--- config.mk ---
export PLATFORM = sky130hd
export DESIGN_NAME = wb_merge_queue
export DESIGN_NICKNAME = d
export VERILOG_FILES = /design/src/rtl/wb_merge_queue.sv
export SDC_FILE = /design/constraint.sdc
export NUM_CORES = 1
export LEC_CHECK = 0
export CAP_MARGIN = 20
export CORE_ASPECT_RATIO = 0.9
export CORE_MARGIN = 2
export CORE_UTILIZATION = 40
export CTS_CLUSTER_SIZE = 12
export DETAILED_ROUTE_END_ITERATION = 6
export PLACE_DENSITY = 0.68
export SLEW_MARGIN = 20
export SYNTH_ARGS = -nofsm -noshare
export SYNTH_HDL_FRONTEND = slang
export SYNTH_SLANG_ARGS = --single-unit
--- constraint.sdc ---
create_clock -name clk -period 6.2 [get_ports clk]
set_clock_uncertainty 0.2 [all_clocks]
set_input_delay 1.24 -clock clk [delete_from_list [all_inputs] [get_ports clk]]
set_output_delay 1.24 -clock clk [all_outputs]
set_load 0.02 [all_outputs]
--- src/rtl/wb_merge_queue.sv ---
`default_nettype none
// ============================================================================
// Module   : wb_merge_queue
// Brief    : Merges up to NUM_SRC writebacks per cycle into an in-order queue
//            draining into a single regfile write port, with forwarding.
// Revision : 1.0
// ============================================================================
module wb_merge_queue #(
    parameter int NUM_SRC = 2,
    parameter int DEPTH   = 4,
    parameter int ADDR_W  = 5,
    parameter int DATA_W  = 32
) (
    input  logic                      clk,
    input  logic                      rst_n,
    input  logic [NUM_SRC-1:0]        src_valid_i,
    input  logic [NUM_SRC*ADDR_W-1:0] src_addr_i,
    input  logic [NUM_SRC*DATA_W-1:0] src_data_i,
    output logic                      src_ready_o,
    input  logic                      rf_stall_i,
    output logic                      w_enable_o,
    output logic [ADDR_W-1:0]         w_addr_o,
    output logic [DATA_W-1:0]         w_data_o,
    input  logic [ADDR_W-1:0]         fwd_addr_i,
    output logic                      fwd_hit_o,
    output logic [DATA_W-1:0]         fwd_data_o,
    output logic [$clog2(DEPTH+1)-1:0] occ_o
);

    localparam int PTR_W = $clog2(DEPTH);
    localparam int CNT_W = $clog2(DEPTH+1);

    logic [ADDR_W-1:0] r_addr [DEPTH];
    logic [DATA_W-1:0] r_data [DEPTH];
    logic [PTR_W-1:0]  r_wr_ptr;
    logic [PTR_W-1:0]  r_rd_ptr;
    logic [CNT_W-1:0]  r_count;

    logic               w_ready;
    logic               w_pop;
    logic [NUM_SRC-1:0] w_acc;
    logic [CNT_W-1:0]   w_off [NUM_SRC];
    logic [PTR_W-1:0]   w_widx [NUM_SRC];
    logic [PTR_W-1:0]   w_qidx [DEPTH];
    logic [CNT_W-1:0]   w_nacc;

    // Ready looks only at the registered count; a same-cycle pop is not credited.
    always_comb begin
        w_ready = (CNT_W'(DEPTH) - r_count) >= CNT_W'(NUM_SRC);
        w_pop   = (r_count != '0) && !rf_stall_i;
    end

    // Accepted sources take consecutive slots; x0 writes are dropped here.
    always_comb begin
        w_nacc = '0;
        for (int k = 0; k < NUM_SRC; k++) begin
            w_acc[k]  = w_ready && src_valid_i[k] && (src_addr_i[k*ADDR_W +: ADDR_W] != '0);
            w_off[k]  = w_nacc;
            w_widx[k] = r_wr_ptr + w_nacc[PTR_W-1:0];
            if (w_acc[k]) begin
                w_nacc = w_nacc + CNT_W'(1);
            end
        end
    end

    always_ff @(posedge clk) begin
        for (int k = 0; k < NUM_SRC; k++) begin
            if (w_acc[k]) begin
                r_addr[w_widx[k]] <= src_addr_i[k*ADDR_W +: ADDR_W];
                r_data[w_widx[k]] <= src_data_i[k*DATA_W +: DATA_W];
            end
        end
    end

    always_ff @(posedge clk or negedge rst_n) begin
        if (!rst_n) begin
            r_wr_ptr <= '0;
            r_rd_ptr <= '0;
            r_count  <= '0;
        end else begin
            r_wr_ptr <= r_wr_ptr + w_nacc[PTR_W-1:0];
            r_rd_ptr <= r_rd_ptr + {{(PTR_W-1){1'b0}}, w_pop};
            r_count  <= r_count + w_nacc - {{(CNT_W-1){1'b0}}, w_pop};
        end
    end

    always_comb begin
        w_enable_o  = w_pop;
        w_addr_o    = (r_count != '0) ? r_addr[r_rd_ptr] : '0;
        w_data_o    = (r_count != '0) ? r_data[r_rd_ptr] : '0;
        src_ready_o = w_ready;
        occ_o       = r_count;
    end

    // Scan oldest to youngest so later matches override; incoming sources are youngest of all.
    always_comb begin
        fwd_hit_o  = 1'b0;
        fwd_data_o = '0;
        for (int i = 0; i < DEPTH; i++) begin
            w_qidx[i] = r_rd_ptr + PTR_W'(i);
            if ((CNT_W'(i) < r_count) && (r_addr[w_qidx[i]] == fwd_addr_i)) begin
                fwd_hit_o  = 1'b1;
                fwd_data_o = r_data[w_qidx[i]];
            end
        end
        for (int k = 0; k < NUM_SRC; k++) begin
            if (w_acc[k] && (src_addr_i[k*ADDR_W +: ADDR_W] == fwd_addr_i)) begin
                fwd_hit_o  = 1'b1;
                fwd_data_o = src_data_i[k*DATA_W +: DATA_W];
            end
        end
        if (fwd_addr_i == '0) begin
            fwd_hit_o  = 1'b0;
            fwd_data_o = '0;
        end
    end

endmodule
`default_nettype wire

==> qor.txt <==
status = complete, no violations
Post-Synthesis Cell Area = 11800 sq um
Placement Setup Slack = 231 ps
routability cong. = 0.814
Synth Instances = 1116
CP Class = in -> out
CTS max path bufs = 2
fmax = 167 MHz
residual DRC count = 0
antenna violations before repair = 0
clk slew on worst S/H paths = 70 ps
setup repair after global routing missed its margin = no
Core Area = 28900 sq um
top-area cell type share of the netlist area = 37.7%
Placed Instances = 1607
Mapped Nets = 1211
die width = 185 microns
placed cell area = 13900 sq um
Hold Fails Final Rpt = 0
Post-Route WL = 35100 microns
FP Rows = 59
layout cells sized above 1 = 25.7%
Inserted Clock Buffers = 17
type of origin of the critical path = input pin
Ys Warns = 0
Tightest Pin Transition = 1030 ps
CP Capture Type = output port
DRT Pass-1 Iters = 7
commonest cells in the netlist = 215 x mux2_2, 148 x edfxtp_1, 125 x nor2_1, 81 x a21oi_1, 79 x mux2i_1
number of synthesized flops with an enable pin = 148
nets = 1325
dpl hpwl = 22600 microns
post-synth top area cell = edfxtp_1
slowest CP cell = clkdlybuf4s50_1
Ant. Diodes = 0
clk root buf = clkbuf_16
Starting Density = 40.8%
Design Area, Final = 14500 sq um
Synth area leaders = edfxtp_1 38%, mux2_2 21%, mux2i_1 6.7%
post-synthesis register bit count = 155
port bufs = 158
area delta synth->final = 22.8%
most frequent cell after synthesis = mux2_2
non-filler cells, final = 1639
setup TNS = 0 ps
WP data arrival = 4550 ps
CP cell instances = clkdlybuf4s50_1 > or4_1 > o211ai_2 > nor4_2 > or2_2 > nor2b_1 > nor2b_4 > buf_4 > o211ai_1 > o211ai_1 > clkdlybuf4s50_1
worst hold margin = 430 ps
io pins = 159
Hold-fix buffers, CTS = 0
Post-Syn Area per Cell = 10.6 sq um
sequential-to-total area share from yosys stat = 39.1%
maxcap violations = 0
first-pass GRT wire length = 53700 microns
# clock sinks = 155
Hold Path Class = reg -> reg
critical path fanouts, max = 15
H-tree Lvls = 4
Power Density = 634 nW/um^2
GR Overflow Total = 0
Top FF cell, synth = edfxtp_1
drt via density = 5.95
post-route ant nets = 0
Final Util = 50.1%
Post-CTS Setup Inserts = 0
Die Y = 167 microns
fin. max-slew vios = 0
Tot GR Track Use = 22.6%
Netlist cell types = 48
r2r setup slk = 2100 ps
worst setup margin = 205 ps
Tot Pwr = 9.19 mW
largest net degree at the start of global routing = 218
WP buf/inv = 3
post-route minimum period = 5990 ps
Clock Latency Late Sink = 430 ps
Setup violations, final = 0
CTS tree = yes
die area = 30900 sq um
1st-iter DRT viols = 888
Tcrit/Tclk final = 96.7%
vias in the first global route = 9535
Relative slew margins = 30.9%
Static Leak = 5.16 nW
PostCTS Resize Cnt = 0
via count = 9754
Worst path top cell family by delay = buffers and inverters
Slowest Stage Delay on Critical Path = 650 ps
Worst EP required = 4760 ps
drt wl/cell = 21.4 microns
VDD IR max = 384 uV
share of flip-flops with an asynchronous set or reset = 4.52%
[kinds of logic after synthesis]
family / Yosys count / synth area share (%)
simple gates: 236 / 8.46
xor+xnor: 36 / 2.67
compound gates: 256 / 14.0
fa+ha+maj: 11 / 1.23
flops: 155 / 39.1
mux: 312 / 30.6
buf+inv: 110 / 3.87
[cell type report]
cell class	count	area, sq um
Clock buffer	17	425
Tap cell	396	495
Sequential cell	155	4630
Multi-Input combinational cell	851	6820
Inverter	11	41.3
Fill cell	2647	14400
Timing Repair Buffer	194	1890
Clock inverter	15	189
[power by group]
part	leakage [nW]	switching (mW)	internal (mW)	total, mW
clock	0.289	0.461	0.641	1.10
sequential	1.45	0.385	1.89	2.28
combinational	3.41	3.27	2.54	5.81
[sequential cells by signal, summed over array words and instances (netlist names)]
register and cells:
r_wr_ptr 2, occ_o 3, r_data 128, r_addr 20, r_rd_ptr 2
[path summary, 6_finish.rpt]
| check | cells after the start | endpoint | from |
|---|---|---|---|
| setup / recovery | 11 | fwd_data_o[4] | src_addr_i[8] |
| hold / removal | 1 | r_wr_ptr[1] | r_wr_ptr[1] |
| setup reg to reg | 10 | r_data[0][2] | occ_o[1] |
| hold reg to reg | 1 | r_wr_ptr[1] | r_wr_ptr[1] |
| max in group asynchronous | 1 | r_rd_ptr[0] | rst_n |
| min in group asynchronous | 1 | r_wr_ptr[1] | rst_n |
[placed cells by master (no fill, tap or decap), types with 17 or more instances in the layout]
master / n
o211ai_1: 51
mux2i_1: 79
a21oi_1: 81
xor2_1: 17
clkdlybuf4s50_1: 158
edfxtp_1: 148
buf_4: 33
o21ai_0: 45
o221ai_1: 30
nor2_1: 124
mux2_2: 215
a22oi_1: 28
nand2_1: 61
xnor2_1: 19
clkbuf_16: 17
[worst reg2reg max path: cells and delay by family (launching register included)]
kind,cells,cell delay (ps)
flip-flops,1,490
adder cells (fa/ha/maj),3,770
multiplexers,1,430
AO/OA/AOI/OAI,1,240
XOR/XNOR,1,210
buffers and inverters,2,760
AND/OR/NAND/NOR,2,730
[layer usage]
layer	global-route usage (%)	share of wire, %
met1	30.6	43
met2	37.2	47
met3	4.55	7.8
met4	5.52	1.7
met5	0	0
No activity file was read; power rests on OpenSTA's default activity.
